--- src/rtl/seg_595_rx_decoder.sv ---
// seg_595_rx_decoder
// Listens to the 74HC595 pins (ds/shcp/stcp/oe) that drive the dynamic
// seven-segment display. It rebuilds each 14-bit storage word {seg[7:0], sel[5:0]}
// and turns it back into per-position hex digits, blank/minus/dp flags and
// frame status. Every pin is already in the sys_clk domain.
module seg_595_rx_decoder #(
    parameter logic [23:0] TIMEOUT_CYC = 24'd5_000_000,
    parameter logic [3:0]  WORD_BITS   = 4'd14
) (
    input  logic        sys_clk,
    input  logic        sys_rst,
    input  logic        ds,
    input  logic        shcp,
    input  logic        stcp,
    input  logic        oe,
    output logic [23:0] digits,
    output logic [5:0]  blank,
    output logic [5:0]  minus,
    output logic [5:0]  dp,
    output logic [5:0]  seen,
    output logic        frame_valid,
    output logic        frame_err,
    output logic        code_err,
    output logic        disp_on,
    output logic        stale
);

    // Result of decoding one active-low segment code. dp is forced off.
    typedef struct packed {
        logic       known;
        logic       is_blank;
        logic       is_minus;
        logic [3:0] value;
    } seg_dec_t;

    function automatic seg_dec_t decode_seg(input logic [6:0] segs);
        seg_dec_t r;
        r       = '0;
        r.known = 1'b1;
        case ({1'b1, segs})
            8'hC0: r.value = 4'h0;
            8'hF9: r.value = 4'h1;
            8'hA4: r.value = 4'h2;
            8'hB0: r.value = 4'h3;
            8'h99: r.value = 4'h4;
            8'h92: r.value = 4'h5;
            8'h82: r.value = 4'h6;
            8'hF8: r.value = 4'h7;
            8'h80: r.value = 4'h8;
            8'h90: r.value = 4'h9;
            8'h88: r.value = 4'hA;
            8'h83: r.value = 4'hB;
            8'hC6: r.value = 4'hC;
            8'hA1: r.value = 4'hD;
            8'h86: r.value = 4'hE;
            8'h8E: r.value = 4'hF;
            8'hFF: r.is_blank = 1'b1;
            8'hBF: r.is_minus = 1'b1;
            default: r.known = 1'b0;
        endcase
        return r;
    endfunction

    // Pin sampling. in_s1 holds {oe, stcp, shcp, ds}. edge_s2 holds {stcp, shcp}
    // one cycle older, and is used only for rise detection.
    logic [3:0]  in_s1_q, in_s1_d;
    logic [1:0]  edge_s2_q, edge_s2_d;

    logic [13:0] sr_q, sr_d;
    logic [3:0]  bit_cnt_q, bit_cnt_d;
    logic [23:0] tmo_cnt_q, tmo_cnt_d;
    logic [23:0] digits_q, digits_d;
    logic [5:0]  blank_q, blank_d;
    logic [5:0]  minus_q, minus_d;
    logic [5:0]  dp_q, dp_d;
    logic [5:0]  seen_q, seen_d;
    logic        frame_valid_q, frame_valid_d;
    logic        frame_err_q, frame_err_d;
    logic        code_err_q, code_err_d;
    logic        disp_on_q, disp_on_d;
    logic        stale_q, stale_d;

    logic        shcp_rise, stcp_rise;
    logic [5:0]  sel;
    logic [7:0]  seg;
    logic        sel_onehot, word_ok, good_latch;
    logic [5:0]  seen_new;
    logic [23:0] tmo_last;
    seg_dec_t    dec;

    // The latch looks at sr_q, so it sees the word as it was before any shift in the same cycle.
    assign sel        = sr_q[5:0];
    assign seg        = sr_q[13:6];
    assign shcp_rise  = in_s1_q[1] & ~edge_s2_q[0];
    assign stcp_rise  = in_s1_q[2] & ~edge_s2_q[1];
    assign sel_onehot = (sel != 6'd0) && ((sel & (sel - 6'd1)) == 6'd0);
    assign word_ok    = (bit_cnt_q == WORD_BITS) && sel_onehot;
    assign good_latch = stcp_rise && word_ok;
    assign dec        = decode_seg(seg[6:0]);
    assign tmo_last   = TIMEOUT_CYC - 24'd1;

    // Next-state for the pin sampling stages.
    always_comb begin
        in_s1_d   = {oe, stcp, shcp, ds};
        edge_s2_d = in_s1_q[2:1];
    end

    // Next-state for the shifter, the latch decode and the timeout.
    always_comb begin
        // NOTE: every _d gets a hold/default value first, so no path can leave it unassigned (no latch).
        sr_d          = sr_q;
        bit_cnt_d     = bit_cnt_q;
        tmo_cnt_d     = tmo_cnt_q;
        digits_d      = digits_q;
        blank_d       = blank_q;
        minus_d       = minus_q;
        dp_d          = dp_q;
        seen_d        = seen_q;
        stale_d       = stale_q;
        frame_valid_d = 1'b0;
        frame_err_d   = 1'b0;
        code_err_d    = 1'b0;
        disp_on_d     = ~in_s1_q[3];
        seen_new      = seen_q | sel;

        if (shcp_rise) begin
            sr_d = {sr_q[12:0], in_s1_q[0]};
            if (bit_cnt_q != 4'hF) begin
                bit_cnt_d = bit_cnt_q + 4'd1;
            end
        end

        // A latch restarts the bit count. A shift in the same cycle counts as the first bit of the next word.
        if (stcp_rise) begin
            bit_cnt_d   = shcp_rise ? 4'd1 : 4'd0;
            frame_err_d = ~word_ok;
        end

        if (good_latch) begin
            tmo_cnt_d  = '0;
            stale_d    = 1'b0;
            code_err_d = ~dec.known;
            for (int i = 0; i < 6; i++) begin
                if (sel[i] && dec.known) begin
                    digits_d[4*i +: 4] = (dec.is_blank || dec.is_minus) ? 4'h0 : dec.value;
                    blank_d[i]         = dec.is_blank;
                    minus_d[i]         = dec.is_minus;
                    dp_d[i]            = ~seg[7];
                end
            end
            if (seen_new == 6'h3F) begin
                frame_valid_d = 1'b1;
                seen_d        = '0;
            end else begin
                seen_d = seen_new;
            end
        end else if (tmo_cnt_q != tmo_last) begin
            tmo_cnt_d = tmo_cnt_q + 24'd1;
        end else begin
            stale_d = 1'b1;
            seen_d  = '0;
        end
    end

    // Pin sampling flops. They keep tracking during reset, so releasing reset cannot create a false edge.
    always_ff @(posedge sys_clk) begin
        // NOTE: sequential state uses non-blocking assignments only.
        in_s1_q   <= in_s1_d;
        edge_s2_q <= edge_s2_d;
    end

    // Decoder state with synchronous reset.
    always_ff @(posedge sys_clk) begin
        // NOTE: only registers with a defined power-up meaning are reset. The pin samplers above are not.
        if (sys_rst) begin
            sr_q          <= '0;
            bit_cnt_q     <= '0;
            tmo_cnt_q     <= '0;
            digits_q      <= '0;
            blank_q       <= 6'h3F;
            minus_q       <= '0;
            dp_q          <= '0;
            seen_q        <= '0;
            frame_valid_q <= 1'b0;
            frame_err_q   <= 1'b0;
            code_err_q    <= 1'b0;
            disp_on_q     <= 1'b0;
            stale_q       <= 1'b1;
        end else begin
            sr_q          <= sr_d;
            bit_cnt_q     <= bit_cnt_d;
            tmo_cnt_q     <= tmo_cnt_d;
            digits_q      <= digits_d;
            blank_q       <= blank_d;
            minus_q       <= minus_d;
            dp_q          <= dp_d;
            seen_q        <= seen_d;
            frame_valid_q <= frame_valid_d;
            frame_err_q   <= frame_err_d;
            code_err_q    <= code_err_d;
            disp_on_q     <= disp_on_d;
            stale_q       <= stale_d;
        end
    end

    assign digits      = digits_q;
    assign blank       = blank_q;
    assign minus       = minus_q;
    assign dp          = dp_q;
    assign seen        = seen_q;
    assign frame_valid = frame_valid_q;
    assign frame_err   = frame_err_q;
    assign code_err    = code_err_q;
    assign disp_on     = disp_on_q;
    assign stale       = stale_q;

endmodule

--- config.mk ---
export PLATFORM = sky130hd
export DESIGN_NAME = seg_595_rx_decoder
export DESIGN_NICKNAME = d
export VERILOG_FILES = /design/src/rtl/seg_595_rx_decoder.sv
export SDC_FILE = /design/constraint.sdc
export NUM_CORES = 1
export LEC_CHECK = 0
export CAP_MARGIN = 30
export CORE_ASPECT_RATIO = 0.7
export CORE_MARGIN = 8
export CORE_UTILIZATION = 30
export DETAILED_ROUTE_END_ITERATION = 6
export GPL_TIMING_DRIVEN = 1
export SLEW_MARGIN = 30
export SYNTH_ARGS = -nofsm -noshare
export SYNTH_HDL_FRONTEND = slang
export SYNTH_SLANG_ARGS = --single-unit
--- constraint.sdc ---
create_clock -name sys_clk -period 3.8 [get_ports sys_clk]
set_clock_uncertainty 0.2 [all_clocks]
set_input_delay 0.76 -clock sys_clk [delete_from_list [all_inputs] [get_ports sys_clk]]
set_output_delay 0.76 -clock sys_clk [all_outputs]
set_load 0.01 [all_outputs]
==> results of run 1 <==
## sequential cells by signal, summed over array words and instances, names as in the netlist, 4 cells and up
| register | cells |
|---|---|
| digits | 24 |
| tmo_cnt_q | 24 |
| in_s1_q | 4 |
| blank | 6 |
| bit_cnt_q | 4 |
| minus | 6 |
| dp | 6 |
| sr_q | 14 |
| seen | 6 |
## area by class of cell
class / count / share of cell area (%)
Inverter: 5 / 0.333
Clock inverter: 7 / 1.42
Multi-Input combinational cell: 338 / 43.5
Sequential cell: 101 / 35.8
Timing Repair Buffer: 60 / 10.5
Tap cell: 200 / 4.43
Clock buffer: 9 / 3.99
## per-stage QoR
| stage | instance area (um^2) | worst slack, ns |
|---|---|---|
| finish | 5640 | 0.840 |
| global route | 5640 | 0.594 |
| CTS | 5640 | 0.851 |
| detailed placement | 5340 | 0.871 |
| global placement | 5340 | 1.04 |
| floorplan | 4730 | 1.67 |
## worst max path at each step
stage / startpoint / endpoint / slack [ns] / depth (start not counted)
6_report: sr_q[10]$_SDFFE_PP0P_ / digits[3]$_SDFFE_PP0P_ / 0.84 / 5
5_1_grt: sr_q[10]$_SDFFE_PP0P_ / digits[3]$_SDFFE_PP0P_ / 0.59 / 5
4_1_cts: sr_q[10]$_SDFFE_PP0P_ / digits[3]$_SDFFE_PP0P_ / 0.85 / 5
3_5_place_dp: sr_q[10]$_SDFFE_PP0P_ / digits[3]$_SDFFE_PP0P_ / 0.87 / 5
3_3_place_gp: sr_q[10]$_SDFFE_PP0P_ / dp[0]$_SDFFE_PP0P_ / 1.04 / 5
2_1_floorplan: sr_q[11]$_SDFFE_PP0P_ / digits[2]$_SDFFE_PP0P_ / 1.67 / 7
## synth_stat cells, drive strengths merged, types with 6 or more instances
cell	number
dfxtp	101
nor2	44
mux2i	43
nand2	39
a21oi	25
or2b	24
buf	19
nand2b	15
nand3	13
nor3	13
xnor2	13
xor2	13
clkbuf	12
a31oi	7
o21ai	7
nand4	6
nor4b	6
## logic make-up after synthesis
| group | after synthesis | synth area share, % |
|---|---|---|
| AND/OR/NAND/NOR | 194 | 23.8 |
| flip-flops | 101 | 42.7 |
| adder cells (fa/ha/maj) | 3 | 0.793 |
| multiplexers | 43 | 9.09 |
| XOR/XNOR | 26 | 4.81 |
| AO/OA/AOI/OAI | 72 | 13.3 |
| buffers and inverters | 37 | 5.42 |
## layer usage
| layer | routed length [um] | GRT usage (%) | vias up |
|---|---|---|---|
| li1 | - | - | 1739 |
| met3 | 500 | 3.18 | 8 |
| met1 | 5550 | 14.7 | 1699 |
| met5 | 0 | 0 | - |
| met2 | 4820 | 17.3 | 62 |
| met4 | 71 | 1.87 | 0 |
## worst max-delay path: stages, from the launching register on
cell	delay [ns]
dfxtp_1	0.76
nand4b_1	0.22
nor4b_1	0.34
a311o_1	0.62
o311a_1	0.49
mux2i_1	0.25
## power breakdown
group          switching [W]  internal [W]
clock               0.000424      0.000520
combinational      0.0000360     0.0000200
sequential        0.00000890       0.00107
==> results.yml, run 1 <==
worst_setup_path:
  reg2reg_slack_ns: 0.84
  critPathLaunchType: "register"
  r2r_start: "sr_q[10]$_SDFFE_PP0P_"
  worstSetupPathType: "register to register"
  crit_required_ns: 3.86
  cp-end-kind: "register"
  cp_max_fo: 17
  r2r_cells: 5
  r2r_end: "digits[3]$_SDFFE_PP0P_"
  cp.arrival_ns: 3.02
placement:
  gp_congestion: 0.818
  dp_cells: 704
  port_buffers: 58
  dp.final_hpwl_mm: 7.82
grt:
  grt_max_degree: 60
  gr-total-overflow: 0
  antenna_found_initial: 0
  grt_pass1_wl_mm: 18.1
  grtUsageTotal_pct: 10.9
  grt_pass1_vias: 3413
timing:
  tightestPinTransition_ns: 0.742
  whs_ns: 0.171
  hold_viol: 0
  final.period_utilization_pct: 77.9
  drv_slew: 0
  setup_tns_ns: 0
  rsz0062_at_grt: "false"
  fin_crit_ns: 2.96
  clock.fmax_mhz: 338
  timing.slew.headroom_pct: 50.5
  setup_viol: 0
clocking:
  clock_sinks: 101
  ctsRootBufferMaster: "clkbuf_16"
  cts_max_level: 3
  clkLatencyLatePin_ns: 0.34
  cts_setup_buffers: 0
  postCtsHoldBufs: 0
  cts.repair.resized: 0
  cts_buffers: 9
  clk_path_buf_depth: 2
  cts_tree: "yes"
  clkTransAtPathRegs_ns: 0.07
floorplanning:
  core_mm2: 0.0155
  row_count: 38
  die_h_um: 121
  io_pins: 59
  start_util_pct: 30.6
  design.die.area_mm2: 0.0201
  die_width_um: 166
synth:
  synth.distinct_cells: 73
  syn_nets: 485
  yosysTopAreaCellShare_pct: 42.7
  post-synth-top-area-cell: "dfxtp_1"
  ys_ff_latch: 101
  ys_warn_count: 0
  async_reset_ff_share_pct: 0
  synth_area_mm2: 0.00473
  synthTopCellsByArea: "dfxtp_1 43%, mux2i_1 9.1%, or2b_2 4.4%, nor2_1 3.5%, nand2_1 3.1%"
  ys.flop_type: "dfxtp_1"
  syn_avg_cell_area_um2: 9.95
  synthCells: 476
  synth_edf_count: 0
  ys_seq_area_share_pct: 42.7
pwr:
  vdd_drop_max_mv: 0.185
  power_density_mw_per_mm2: 368
  p_total_w: 0.00208
  power.leakage_nw: 2.02
routing:
  drt-pass1-iter-count: 4
  antenna_left: 0
  wl_mm: 10.9
  drc: 0
  avgRoutedWirePerCell_um: 15.2
  viasPerCell: 4.87
  drtIter0Drc: 161
  num_vias: 3508
hold_path:
  hold_class: "register to register"
  worst_hold_path.endpoint: "edge_s2_q[1]$_DFF_P_"
  worstHoldStart: "in_s1_q[2]$_DFF_P_"
  holdPathStages: 0
cells_and_area:
  multi_input_area_mm2: 0.00246
  diodes: 0
  drive_above_1_share_pct: 13.5
  fin_cells: 720
  fillers: 1541
  ff_latch_area_mm2: 0.00202
  layout.nets: 524
  mostFrequentLayoutCells: "101 x dfxtp_1, 57 x clkdlybuf4s50_1, 44 x nor2_1"
  fin_util_pct: 36.5
  syn2layout_area_growth_pct: 19.2
  layout_commonest_cell: "dfxtp_1"
status:
  outcome: "finished clean"
run:
  drv_cap: 0
Note: power is estimated with default switching activity, not from simulation.
==> inputs of run 2 (changes only) <==
- clock period: 3.8 -> 3.1 ns (I/O delays scaled with it)
==> run 2 against run 1 <==
Effect of this change: flip-flop and latch count unchanged; utilization grew 0.57 points; die area stayed put; total power up 29%; routed wire length increased by 1.2%; critical path depth rose by 1; sequential power grew 22%; fmax up 5.1%; non-clock buffer count increased by 7.
==> results.yml, run 2 (synthesized netlist as in run 1, its figures left out) <==
floorplanning:
  core_mm2: 0.0155
  die_h_um: 121
  design.die.area_mm2: 0.0201
  io_pins: 59
  die_width_um: 166
  start_util_pct: 30.6
  row_count: 38
cells_and_area:
  layout.nets: 531
  diodes: 0
  mostFrequentLayoutCells: "101 x dfxtp_1, 57 x clkdlybuf4s50_1, 44 x nor2_1"
  layout_commonest_cell: "dfxtp_1"
  syn2layout_area_growth_pct: 21.1
  design_area_mm2: 0.00573
  drive_above_1_share_pct: 14.2
hold_path:
  hold_class: "register to register"
placement:
  port_buffers: 58
  place_area_mm2: 0.00539
  gp_congestion: 0.813
  dp.final_hpwl_mm: 8.01
timing:
  drv_slew: 0
  clock.fmax_mhz: 355
  tightestPinTransition_ns: 0.686
  rsz0062_at_grt: "false"
  setup_tns_ns: 0
  fin_crit_ns: 2.82
  timing.slew.headroom_pct: 54.2
  setup_viol: 0
  final.period_utilization_pct: 90.8
  hold_viol: 0
clocking:
  clock_sinks: 101
  cts.repair.resized: 0
  clk_path_buf_depth: 2
  clkTransAtPathRegs_ns: 0.07
  cts_tree: "yes"
  cts_max_level: 3
  clkLatencyLatePin_ns: 0.34
  ctsRootBufferMaster: "clkbuf_16"
  cts_buffers: 9
  postCtsHoldBufs: 0
  cts_setup_buffers: 0
routing:
  drt-pass1-iter-count: 5
  drc: 0
  antenna_left: 0
  viasPerCell: 4.78
  avgRoutedWirePerCell_um: 15.2
  wl_mm: 11.1
  drtIter0Drc: 181
  num_vias: 3472
grt:
  gr-total-overflow: 0
  grt_max_degree: 32
  antenna_found_initial: 0
  grt_pass1_wl_mm: 18.0
  grtUsageTotal_pct: 10.9
  grt_pass1_vias: 3338
worst_setup_path:
  cp-end-kind: "register"
  worstSetupPathType: "register to register"
  crit_chain: "nor3_1, nor4b_1, a311o_1, buf_4, o311ai_4, mux2i_1"
  cp_slowest_cell: "dfxtp_1"
  slowest_delay_ns: 0.70
  critPathLaunchType: "register"
  cp.arrival_ns: 2.86
  crit_required_ns: 3.15
  crit_buf_inv: 1
  cp_max_fo: 17
  critPathTopFamily: "compound AO/OA/AOI/OAI gates"
pwr:
  vdd_drop_max_mv: 0.240
  power.leakage_nw: 2.07
  power_density_mw_per_mm2: 467
status:
  outcome: "finished clean"
run:
  drv_cap: 0
==> run 2: final timing paths <==
kind,slack [ns],from,endpoint,depth (start not counted)
setup / recovery,0.28,sr_q[12]$_SDFFE_PP0P_,digits[15]$_SDFFE_PP0P_,6
setup reg to reg,0.28,sr_q[12]$_SDFFE_PP0P_,digits[15]$_SDFFE_PP0P_,6
hold reg to reg,0.17,in_s1_q[2]$_DFF_P_,edge_s2_q[1]$_DFF_P_,0
hold / removal,0.17,in_s1_q[2]$_DFF_P_,edge_s2_q[1]$_DFF_P_,0
==> run 2: layer usage <==
metal	vias to the layer above	wire [um]	track usage, %
met4	0	132	2.94
met5	-	0	0
met1	1639	5520	14.7
met2	65	4920	16.7
li1	1753	-	-
met3	15	506	3.15
==> run 2: cell type report <==
cell class	count	area, um^2
clock buffer	12	246
clock inverter	4	95.1
fill	1519	9720
inverter	5	18.8
multi-input combinational	338	2460
sequential	101	2020
tap	200	250
timing repair buffer	67	643
==> run 2: stage by stage <==
stage | instances | setup slack (ns) | power (W) | util (%) | hold slack [ns]
2_1_floorplan | 476 | 0.970 | 0.00140 | - | 0.145
5_1_grt | 727 | 0.164 | 0.00277 | 37.1 | 0.191
3_5_place_dp | 711 | 0.378 | 0.00142 | 34.9 | 0.161
4_1_cts | 727 | 0.311 | 0.00271 | 37.1 | 0.171
3_3_place_gp | 711 | 0.453 | 0.00142 | 34.9 | 0.158
6_report | 727 | 0.284 | 0.00268 | 37.1 | 0.167
==> run 2: power breakdown <==
part	leakage (nW)	total, W	switching (W)	internal [W]
Combinational	1.09	0.0000720	0.0000457	0.0000263
Clock	0.167	0.00129	0.000477	0.000811
Sequential	0.817	0.00132	0.0000108	0.00131
==> run 2: worst reg2reg max path, delay by kind of cell (launching register included) <==
family	cells	cell delay (ns)
buf+inv	1	0.21
simple gates	2	0.38
compound gates	2	0.92
flops	1	0.70
mux	1	0.31
==> inputs of run 3 (changes only) <==
- CAP_MARGIN: 30 -> 10
- CORE_UTILIZATION: 30 -> 45
- PLACE_DENSITY: unset -> 0.67
==> run 3 against run 2 <==
Effect of this change: sequential share of layout area grew 0.84 points; first-iteration DRC count decreased by 21%; largest cell class unchanged; cell count fell by 9.8%; fmax grew 3.6%; clock power down 11%; register-to-register slack gained 0.098 ns; global-route usage up 3.9 points; die area fell by 30%; flip-flop and latch count did not move; final area fell by 2.3%; sequential power about the same; via count up 1.4%.
==> results.yml, run 3 (synthesized netlist as in run 1, its figures left out) <==
placement:
  place_area_mm2: 0.00529
  port_buffers: 58
  dpl_worst_slack_ns: 0.420
  dp_cells: 641
  gp_congestion: 0.822
  dp.final_hpwl_mm: 7.29
routing:
  drtIter0Drc: 143
  drt-pass1-iter-count: 4
  drc: 0
  wl_mm: 10.2
  viasPerCell: 5.36
  num_vias: 3519
  avgRoutedWirePerCell_um: 15.6
  antenna_left: 0
grt:
  antenna_found_initial: 0
  grt_pass1_vias: 3414
  grt_pass1_wl_mm: 17.1
  gr-total-overflow: 0
  grtUsageTotal_pct: 14.8
  grt_max_degree: 31
floorplanning:
  row_count: 31
  die_h_um: 102
  core_mm2: 0.0103
  design.die.area_mm2: 0.0141
  die_width_um: 139
  io_pins: 59
  start_util_pct: 46.1
clocking:
  clkTransAtPathRegs_ns: 0.06
  ctsRootBufferMaster: "clkbuf_16"
  clkLatencyLatePin_ns: 0.35
  cts_buffers: 9
  postCtsHoldBufs: 0
  cts_setup_buffers: 0
  cts_tree: "yes"
  cts.repair.resized: 0
  clk_path_buf_depth: 2
  clock_sinks: 101
  cts_max_level: 3
run:
  drv_cap: 0
worst_setup_path:
  startpoint: "sr_q[9]$_SDFFE_PP0P_"
  slowest_delay_ns: 0.70
  r2r_cells: 6
  r2r_end: "digits[11]$_SDFFE_PP0P_"
  cp_max_fo: 16
  crit_chain: "nand2b_1, o21ai_1, a311o_1, buf_4, o311ai_4, mux2i_1"
  cp.arrival_ns: 2.78
  worstSetupPathType: "register to register"
  crit_required_ns: 3.17
  cp-end-kind: "register"
  cp_slowest_cell: "dfxtp_1"
  critPathTopFamily: "compound AO/OA/AOI/OAI gates"
  crit_buf_inv: 1
  reg2reg_slack_ns: 0.38
  r2r_start: "sr_q[9]$_SDFFE_PP0P_"
  critPathLaunchType: "register"
pwr:
  power.leakage_nw: 2.04
  p_total_w: 0.00254
  vdd_drop_max_mv: 0.242
  power_density_mw_per_mm2: 454
cells_and_area:
  diodes: 0
  mostFrequentLayoutCells: "101 x dfxtp_1, 57 x clkdlybuf4s50_1, 44 x nor2_1"
  fin_cells: 656
  syn2layout_area_growth_pct: 18.2
  layout_commonest_cell: "dfxtp_1"
  drive_above_1_share_pct: 14.1
  layout.nets: 529
  design_area_mm2: 0.00560
timing:
  setup_viol: 0
  setup_ws_ns: 0.382
  setup_tns_ns: 0
  tightestPinTransition_ns: 0.698
  hold_viol: 0
  final.period_utilization_pct: 87.7
  timing.slew.headroom_pct: 53.0
  clock.fmax_mhz: 368
  rsz0062_at_grt: "false"
  fin_crit_ns: 2.72
  drv_slew: 0
status:
  outcome: "finished clean"
hold_path:
  worstHoldStart: "in_s1_q[2]$_DFF_P_"
  hold_class: "register to register"
  holdPathStages: 0
  worst_hold_path.endpoint: "edge_s2_q[1]$_DFF_P_"
## run 3: how the worst max path moves through the flow
stage / endpoint / slack (ns) / cells after the start
after floorplan: digits[2]$_SDFFE_PP0P_ / 0.97 / 7
final: digits[11]$_SDFFE_PP0P_ / 0.38 / 6
after detailed placement: digits[11]$_SDFFE_PP0P_ / 0.42 / 6
after global routing: dp[0]$_SDFFE_PP0P_ / 0.28 / 5
after CTS: digits[11]$_SDFFE_PP0P_ / 0.39 / 6
after global placement: digits[11]$_SDFFE_PP0P_ / 0.44 / 6
## run 3: worst reg2reg max path: stages, from the launching register on
cell and delay (ns):
dfxtp_1 0.70, nand2b_1 0.23, o21ai_1 0.08, a311o_1 0.41, buf_4 0.20, o311ai_4 0.56
mux2i_1 0.26
## run 3: routing by layer
layer	up-vias	track usage (%)	part of all wire, %
met5	-	0	0
met4	0	5.41	1.1
met3	11	4.09	4.3
met2	72	22.6	45
met1	1683	19.5	49
li1	1753	-	-
## run 3: area by class of cell
type	instances	area, um^2
repair buffers	65	628
well taps	132	165
clock inverters	4	55.1
inverters	5	18.8
clock buffers	11	253
multi-input cells	338	2460
flip-flops and latches	101	2020
fillers	886	4680
## run 3: report_power, final
group          internal (W)  switching, W
logic             0.0000262     0.0000443
clock network      0.000669      0.000484
registers           0.00131     0.0000106
## run 3: metrics by stage
step | hold WS, ns | utilization (%)
CTS | 0.169 | 54.5
global placement | 0.153 | 51.5
finish | 0.165 | 54.5
floorplan | 0.145 | -
detailed placement | 0.159 | 51.5
global route | 0.175 | 54.5
